==> config.mk <==
export PLATFORM = sky130hd
export DESIGN_NAME = wb_port_arbiter
export DESIGN_NICKNAME = d
export VERILOG_FILES = /design/src/rtl/wb_port_arbiter_pkg.sv /design/src/rtl/wb_port_arbiter_fifo.sv /design/src/rtl/wb_port_arbiter.sv
export SDC_FILE = /design/constraint.sdc
export NUM_CORES = 1
export LEC_CHECK = 0
export ABC_AREA = 1
export BUFFER_PORTS_ARGS = -buffer_cell sky130_fd_sc_hd__buf_2
export CAP_MARGIN = 20
export CORE_ASPECT_RATIO = 1.2
export CORE_MARGIN = 2
export CORE_UTILIZATION = 54
export CTS_CLUSTER_DIAMETER = 200
export DETAILED_ROUTE_END_ITERATION = 7
export GPL_TIMING_DRIVEN = 0
export PLACE_DENSITY = 0.83
export REMOVE_ABC_BUFFERS = 1
export SETUP_SLACK_MARGIN = 0.05
export SYNTH_ARGS = -nofsm -noshare
export SYNTH_HDL_FRONTEND = slang
export SYNTH_HIERARCHICAL = 1
export SYNTH_SLANG_ARGS = --single-unit
==> constraint.sdc <==
create_clock -name clk -period 4 [get_ports clk]
set_input_delay 0.2 -clock clk [delete_from_list [all_inputs] [get_ports clk]]
set_output_delay 0.2 -clock clk [all_outputs]
set_load 0.005 [all_outputs]
==> src/rtl/wb_port_arbiter_pkg.sv <==
// Shared types and constants for the regfile write-port arbiter.
// The buffer entry is sized for the widest supported datapath.
package wb_port_arbiter_pkg;

    localparam int WB_XLEN          = 64;
    localparam int DEFAULT_DEPTH    = 2;
    localparam int DEFAULT_MAX_WAIT = 4;

    localparam logic SRC_PIPE = 1'b0;
    localparam logic SRC_MD   = 1'b1;

    typedef struct packed {
        logic               valid;
        logic [4:0]         dst;
        logic [WB_XLEN-1:0] data;
    } wb_arb_entry_t;

    function automatic logic [31:0] dstOneHot(input logic [4:0] dst);
        return 32'd1 << dst;
    endfunction

endpackage

==> src/rtl/wb_port_arbiter_fifo.sv <==
// Ordered mul/div result buffer with per-entry kill-by-destination
// and a pending-destination mask built from the stored valid bits.
module wb_arb_fifo
    import wb_port_arbiter_pkg::*;
#(
    parameter int DEPTH = DEFAULT_DEPTH,
    parameter int XLEN  = WB_XLEN
) (
    input  logic            clk,
    input  logic            resetn,
    input  logic            push,
    input  logic [4:0]      pushDst,
    input  logic [XLEN-1:0] pushData,
    input  logic            pop,
    input  logic            killEn,
    input  logic [4:0]      killDst,
    output logic            headOcc,
    output logic            headValid,
    output logic [4:0]      headDst,
    output logic [XLEN-1:0] headData,
    output logic            full,
    output logic [31:0]     pendMask
);

    localparam int PW = (DEPTH > 1) ? $clog2(DEPTH) : 1;
    localparam int CW = $clog2(DEPTH + 1);

    logic [PW-1:0] headPtr;
    logic [PW-1:0] tailPtr;
    logic [CW-1:0] count;
    wb_arb_entry_t entryView [DEPTH];
    wb_arb_entry_t headEntry;

    genvar gi;
    generate
        for (gi = 0; gi < DEPTH; gi++) begin : gEntry
            wb_arb_entry_t entryReg;
            logic wrHit;
            logic popHit;
            logic killHit;

            assign wrHit   = push && (tailPtr == PW'(gi));
            assign popHit  = pop && (headPtr == PW'(gi));
            assign killHit = killEn && entryReg.valid && (entryReg.dst == killDst);

            // A fresh write takes precedence, so a same-cycle push is never killed.
            always_ff @(posedge clk or negedge resetn) begin
                if (!resetn) begin
                    entryReg <= '0;
                end else if (wrHit) begin
                    entryReg <= '{valid: (pushDst != 5'd0), dst: pushDst, data: WB_XLEN'(pushData)};
                end else if (popHit || killHit) begin
                    entryReg.valid <= 1'b0;
                end
            end

            assign entryView[gi] = entryReg;
        end
    endgenerate

    always_ff @(posedge clk or negedge resetn) begin
        if (!resetn) begin
            headPtr <= '0;
            tailPtr <= '0;
            count   <= '0;
        end else begin
            if (push) tailPtr <= tailPtr + PW'(1);
            if (pop)  headPtr <= headPtr + PW'(1);
            if (push && !pop)      count <= count + CW'(1);
            else if (!push && pop) count <= count - CW'(1);
        end
    end

    assign headEntry = entryView[headPtr];
    assign headOcc   = (count != '0);
    assign headValid = headOcc && headEntry.valid;
    assign headDst   = headEntry.dst;
    assign headData  = headEntry.data[XLEN-1:0];
    assign full      = (count == CW'(DEPTH));

    // Popped and empty slots always carry valid=0, so no occupancy test is needed.
    always_comb begin
        pendMask = '0;
        for (int i = 0; i < DEPTH; i++) begin
            if (entryView[i].valid) pendMask = pendMask | dstOneHot(entryView[i].dst);
        end
    end

endmodule

==> src/rtl/wb_port_arbiter.sv <==
// Shares the regfile write port between writeback (priority) and buffered
// mul/div results, forcing a stall slot when the buffer head starves.
module wb_port_arbiter
    import wb_port_arbiter_pkg::*;
#(
    parameter int DEPTH    = DEFAULT_DEPTH,
    parameter int MAX_WAIT = DEFAULT_MAX_WAIT,
    parameter int XLEN     = WB_XLEN
) (
    input  logic            clk,
    input  logic            resetn,
    input  logic            pipe_valid,
    input  logic            pipe_regwrite,
    input  logic [4:0]      pipe_dst,
    input  logic [XLEN-1:0] pipe_wdata,
    input  logic            md_valid,
    output logic            md_ready,
    input  logic [4:0]      md_dst,
    input  logic [XLEN-1:0] md_data,
    output logic            rf_wen,
    output logic [4:0]      rf_wa,
    output logic [XLEN-1:0] rf_wd,
    output logic            rf_src,
    output logic            stall_pipe,
    output logic [31:0]     pend_mask
);

    localparam int WW = $clog2(MAX_WAIT + 1);

    logic [WW-1:0]   waitCnt;
    logic            headOcc;
    logic            headValid;
    logic [4:0]      headDst;
    logic [XLEN-1:0] headData;
    logic            bufFull;
    logic            pipeReq;
    logic            grantPipe;
    logic            grantMd;
    logic            popHead;
    logic            pushMd;

    assign pipeReq    = pipe_valid && pipe_regwrite && (pipe_dst != 5'd0);
    assign stall_pipe = (waitCnt == WW'(MAX_WAIT)) && headValid;
    assign grantMd    = stall_pipe || (!pipeReq && headValid);
    assign grantPipe  = !stall_pipe && pipeReq;
    // Killed or x0 heads leave without a port slot.
    assign popHead    = headOcc && (grantMd || !headValid);
    assign md_ready   = !bufFull;
    assign pushMd     = md_valid && !bufFull;

    wb_arb_fifo #(
        .DEPTH (DEPTH),
        .XLEN  (XLEN)
    ) u_fifo (
        .clk       (clk),
        .resetn    (resetn),
        .push      (pushMd),
        .pushDst   (md_dst),
        .pushData  (md_data),
        .pop       (popHead),
        .killEn    (grantPipe),
        .killDst   (pipe_dst),
        .headOcc   (headOcc),
        .headValid (headValid),
        .headDst   (headDst),
        .headData  (headData),
        .full      (bufFull),
        .pendMask  (pend_mask)
    );

    always_comb begin
        rf_wen = grantPipe || grantMd;
        rf_wa  = '0;
        rf_wd  = '0;
        rf_src = SRC_PIPE;
        if (grantPipe) begin
            rf_wa = pipe_dst;
            rf_wd = pipe_wdata;
        end else if (grantMd) begin
            rf_wa  = headDst;
            rf_wd  = headData;
            rf_src = SRC_MD;
        end
    end

    always_ff @(posedge clk or negedge resetn) begin
        if (!resetn) begin
            waitCnt <= '0;
        end else if (!headOcc || popHead) begin
            waitCnt <= '0;
        end else if (headValid && !grantMd && (waitCnt != WW'(MAX_WAIT))) begin
            waitCnt <= waitCnt + WW'(1);
        end
    end

endmodule

; Word-level counts from Yosys, hierarchy flattened
; Cells that the tools add are included.
[word_totals]
reg_bits = 147
output_inout_bits = 105
wordCells = 87
inputBits = 143
[classes]
shifts = 2
n_mux = 19
n_addsub = 5
n_reduce_logical = 41
eq_ne = 5
n_lt_le_gt_ge = 1
bitwise = 4
[op_table]
columns = operator, count
row1 = 2-to-1 mux 70 bit, 3
row2 = 2-to-1 mux 64 bit, 2
row3 = 2-to-1 mux 32 bit, 2
row4 = "left shift 1 x 5 -> 32 bit, first input constant", 2
row5 = bitwise OR 32 bit, 1
row6 = logical AND 1 bit, 20
row7 = equality test 5 bit, 2
row8 = 2-to-1 mux 5 bit, 2
row9 = nonzero test 2 bit, 5
row10 = nonzero test 5 bit, 2
row11 = zero test 1 bit, 8
row12 = logical OR 1 bit, 6
row13 = 2-to-1 mux 1 bit, 6
row14 = 2-to-1 mux 3 bit, 2
row15 = 2-to-1 mux 2 bit, 2
row16 = "adder 3 x 1 -> 3 bit, second input constant", 1
row17 = "equality test 3 bit, second input constant", 1
row18 = "!= test 3 bit, second input constant", 1
row19 = "adder 1 bit, second input constant", 2
row20 = "adder 2 x 1 -> 2 bit, second input constant", 1
row21 = "equality test 2 bit, second input constant", 1
row22 = ">= comparator 2 bit, second input constant", 1
row23 = inverter 1 bit, 2
row24 = inverter 1 -> 2 bit, 1
row25 = "subtractor 2 x 1 -> 2 bit, second input constant", 1

; Depth between registers and ports, before layout
[logic_depth]
depth_word = 13
ltp_mapped = 16
ltp_nobuf = 15

; Cells and area by module
; Netlist, hierarchy kept.
[modules_own_cells]
columns = module, area_each_um2, seq_area_each_um2, instances, cells_per_inst
row1 = wb_arb_fifo, 6945.4, 3603.5, 1, 938
row2 = wb_port_arbiter, 1214.9, 75.1, 1, 263

; Worst setup path before layout
; OpenSTA, ideal clock, no wires.
[synth_path]
kind = flip-flop to flip-flop
from = reg u_fifo.headPtr
to = reg u_fifo.count[1]
setup_ns = 0.131
t_arrival_ns = 2.050
path_stages_with_launch = 16
n_path_buf = 3
required_ns = 3.869
path_slack_ns = 1.819
period_less_slack_ns = 2.181
path_cell_list = dfrtp_1 buf_2 clkbuf_1 a21oi_1 buf_4 nand3_2 nand2_1 inv_2 nand3_1 nand2_1 inv_1 inv_1 ha_1 a21oi_1 o21ai_0 xor2_1
[synth_between]
elab_chain_cells = 12
word_cells_on_any_way = 16
classes_between = mux: 4 / bitwise: 1 / reduce/logical: 11
[synth_lines]
columns = element, line
row1 = from (decl), wb_port_arbiter_fifo.sv:28  ; logic [PW-1:0] headPtr;
row2 = from (signal assigned), wb_port_arbiter_fifo.sv:68  ; if (pop) headPtr <= headPtr + PW'(1);
row3 = inverter 1 -> 2 bit (implied by the code) *, wb_port_arbiter_fifo.sv:74  ; assign headEntry = entryView[headPtr];
row4 = 2-to-1 mux 70 bit (implied by the code) * (3 in a row), wb_port_arbiter_fifo.sv:74
row5 = logical AND 1 bit *, wb_port_arbiter_fifo.sv:76  ; assign headValid = headOcc && headEntry.valid;
row6 = named net headValid, wb_port_arbiter.sv:32  ; logic headValid;
row7 = logical AND 1 bit (on tied branches), "wb_port_arbiter.sv:43, wb_port_arbiter.sv:44"
row8 = logical OR 1 bit, wb_port_arbiter.sv:44  ; assign grantMd = stall_pipe || (!pipeReq && headValid);
row9 = logical OR 1 bit *, wb_port_arbiter.sv:47  ; assign popHead = headOcc && (grantMd || !headValid);
row10 = logical AND 1 bit *, wb_port_arbiter.sv:47
row11 = named net popHead, wb_port_arbiter.sv:39  ; logic popHead;
row12 = zero test 1 bit, wb_port_arbiter_fifo.sv:69  ; if (push && !pop) count <= count + CW'(1);
row13 = logical AND 1 bit, wb_port_arbiter_fifo.sv:69
row14 = 2-to-1 mux 2 bit or nonzero test 2 bit (tied branches), --
row15 = to (signal assigned), wb_port_arbiter_fifo.sv:69
row16 = to (signal assigned), wb_port_arbiter_fifo.sv:70  ; else if (!push && pop) count <= count - CW'(1);
row17 = to (decl), wb_port_arbiter_fifo.sv:30  ; logic [CW-1:0] count;
; The timed path passes the listed nets; every way through them passes the cells marked *. The select of a mux whose other input is x is not followed.
; A chain may end at the register's enable or synchronous reset.

; Final worst setup path
[layout_path]
from = reg u_fifo.headPtr
to = out rf_wd[53]
[layout_between]
elab_chain_cells = 9
word_cells_on_any_way = 12
classes_between = mux: 5 / bitwise: 1 / reduce/logical: 6
[layout_lines]
columns = element, line
row1 = inverter 1 -> 2 bit (implied by the code) *, wb_port_arbiter_fifo.sv:74
row2 = 2-to-1 mux 70 bit (implied by the code) * (3 in a row), wb_port_arbiter_fifo.sv:74
row3 = logical AND 1 bit *, wb_port_arbiter_fifo.sv:76
row4 = named net headValid, wb_port_arbiter.sv:32
row5 = logical AND 1 bit (on tied branches), "wb_port_arbiter.sv:43, wb_port_arbiter.sv:44"
row6 = logical OR 1 bit or zero test 1 bit (tied branches), "wb_port_arbiter.sv:44, wb_port_arbiter.sv:45"
row7 = 2-to-1 mux 64 bit or logical AND 1 bit (tied branches), "wb_port_arbiter.sv:79, wb_port_arbiter.sv:45"
row8 = 2-to-1 mux 64 bit *, wb_port_arbiter.sv:76  ; if (grantPipe) begin
row9 = to (decl), wb_port_arbiter.sv:22  ; output logic [XLEN-1:0] rf_wd,
; Marked as above.

==> results_dict.tcl <==
set metrics [dict create \
    fp-row-count 49 \
    final_layout_size_suffix_gt1_frac 0.2140 \
    cts_buffers 17 \
    rsz0062_at_grt "no" \
    firstDrtPassIters 6 \
    fin_tns_setup_ns 0 \
    yosysUniqueCellTypes 27 \
    hold_viol_final 0 \
    via_per_inst 5.226 \
    htree_levels 4 \
    slew_headroom 0.4923 \
    grt_pass1_vias 7873 \
    status "completed" \
    synth_edf_count 0 \
    place_inst 1583 \
    synth-seq-cells 147 \
    grt_pass1_wl_um 36080 \
    arrival_ns 3.48 \
    clock_path_buffers 2 \
    min_path_cells 3 \
    fin_skew_ns 0.01110 \
    cts_sinks 147 \
    worstMarginPinSlew_ns 0.7615 \
    p_leak_uw 0.005822 \
    max_freq_ghz 0.2717 \
    ant_nets 0 \
    drc 0 \
    syn_area_um2 8160 \
    port-buffer-count 247 \
    cts_tree "built" \
    globalRouteTotalUtil 0.2777 \
    synth.yosys.seq_area_share 0.4508 \
    synth_top_area_frac 0.4508 \
    routabilityCongestion 0.9099 \
    cp_max_fo 71 \
    placed_area_um2 9469 \
    crit_required_ns 3.80 \
    setup_violations 0 \
    slew_viol_final 0 \
    grt_overflow_total 0 \
    max-cap-violations 0 \
    final_area_um2 10100 \
    min_period_over_period 0.9202 \
    final_core_util 0.6782 \
    worstRegToRegCells 13 \
    ioPinCount 248 \
    fin_cells 1622 \
    die_x_um 116.2 \
    antenna_found_initial 2 \
    floorplan.die_area_um2 16120 \
    grt_max_degree 89 \
    synth_ff_type "dfrtp_1" \
    final_common_cell "nand2_1" \
    fin_nets 1549 \
    nFillCells 1329 \
    drtIter0Drc 680 \
    start_util 0.5477 \
    clkTransAtPathRegs_ns 0.07 \
    syn_avg_cell_area_um2 6.795 \
    clock_latency_ns 0.42 \
    core_um2 14900 \
    dieHeight_um 138.7 \
    wl_um 22510 \
    hold_slack_ns 0.02863 \
    vdd_ir_drop_max_mv 0.4253 \
    worstHoldPathType "input pin to flop" \
    synth_top_area_cell "dfrtp_1" \
    cts-root-buf "clkbuf_16" \
    syn_inst 1201 \
    power_density_nw_per_um2 737.9 \
    area_growth_pct 23.81 \
    wl_per_cell_um 13.88 \
    synthTopCellsByArea "dfrtp_1 (45%), nand2_1 (26%), o21ai_0 (6.7%)" \
    worstSetupPathType "flop to output port" \
    hpwl_um 14320 \
    final_cell_mix "nand2_1 (559), buf_2 (246), dfrtp_1 (146), o21ai_0 (109), inv_1 (97)" \
    ys_async_sr_fraction 1.000 \
    yosysWarnings 6 \
    critPathLaunchType "flop" \
    fin_crit_ns 3.681 \
    vias 8477 \
    end_kind "output port" \
]
## cell families after synthesis
| kind of cell | count (synthesis) | synth area share |
|---|---|---|
| AOI/OAI and AO/OA | 179 | 0.1113 |
| adders and majority gates | 3 | 0.004600 |
| DFF | 147 | 0.4508 |
| buffers and inverters | 179 | 0.09276 |
| xor gates and xnor gates | 4 | 0.004294 |
| and+or+nand+nor | 689 | 0.3362 |
## through the flow
stage / power (uW) / setup slack [ns]
after floorplan: 4625 / -1.785
after global placement: 5506 / -5.488
after detailed placement: 5866 / -0.3424
after CTS: 7410 / 0.1392
after global routing: 8053 / 0.09223
final: 7456 / 0.3192
## per-layer routing
| layer | up-vias | global-route usage | share of wire |
|---|---|---|---|
| met3 | 49 | 0.05682 | 0.066 |
| met5 | - | 0 | 0 |
| met1 | 3914 | 0.3367 | 0.39 |
| li1 | 4171 | - | - |
| met2 | 343 | 0.4780 | 0.52 |
| met4 | 0 | 0.1115 | 0.024 |
## synth_stat cells, types with 2 or more instances
master and number:
nand2_1 560, nand3_1 86, clkbuf_1 22, xor2_1 2, a21oi_1 3, buf_2 48, buf_6 2, o21ai_0 110
o22ai_1 8, xnor2_1 2, o21ai_1 57, nor3_1 5, nor2_1 30, buf_4 2, dfrtp_1 147, nor3_2 4
inv_1 98, ha_1 3, inv_2 4
## path summary, 6_finish.rpt
| path | from | to | slack [ns] |
|---|---|---|---|
| hold reg to reg | waitCnt[0] | waitCnt[0] | 0.47 |
| setup reg to reg | u_fifo/headPtr | u_fifo/entryView[69] | 0.70 |
| max in group asynchronous | resetn | u_fifo/headPtr | 2.79 |
| setup / recovery | u_fifo/headPtr | rf_wd[53] | 0.32 |
| hold / removal | md_data[39] | u_fifo/entryView[109] | 0.03 |
| min in group asynchronous | resetn | u_fifo/entryView[59] | 0.40 |
## flip-flops by register name (all words and copies together), names as in the netlist
signal and cells:
u_fifo/entryView 140, u_fifo/headPtr 1, u_fifo/tailPtr 1, u_fifo/count 2, waitCnt 3
## critical path, cell delays in order (launching register included)
cell     delay (ns)
dfrtp_4        0.66
o21ai_1        0.47
a21oi_4        0.19
buf_12         0.24
nand3_2        0.09
nand2_1        0.06
inv_2          0.13
nand2_8        0.33
inv_6          0.54
nand2_1        0.12
nand2_1        0.09
buf_2          0.11
## area by class of cell
cell class	instances	area, um^2	area share
sequential	147	3682	0.3645
timing repair buffer	257	1460	0.1445
clock inverter	13	98.84	0.009783
clock buffer	19	442.9	0.04384
multi-input combinational	876	3761	0.3723
tap	204	255.2	0.02526
inverter	104	397.9	0.03938
antenna	2	5.005	0.0004954
## power by group
group	total (uW)	internal, uW	switching (uW)
Sequential	2700	2190	515
Combinational	3300	1220	2080
Clock	1460	817	638
## timing repair
item	4_1_cts	5_1_grt
endpoints found under the setup margin	73	68
endpoints found under the hold margin	83	0
hold buffers	2	0
gates resized for setup	3	0
cloned	1	0
setup buffers	1	1
No activity file was read; power rests on OpenSTA's default activity.
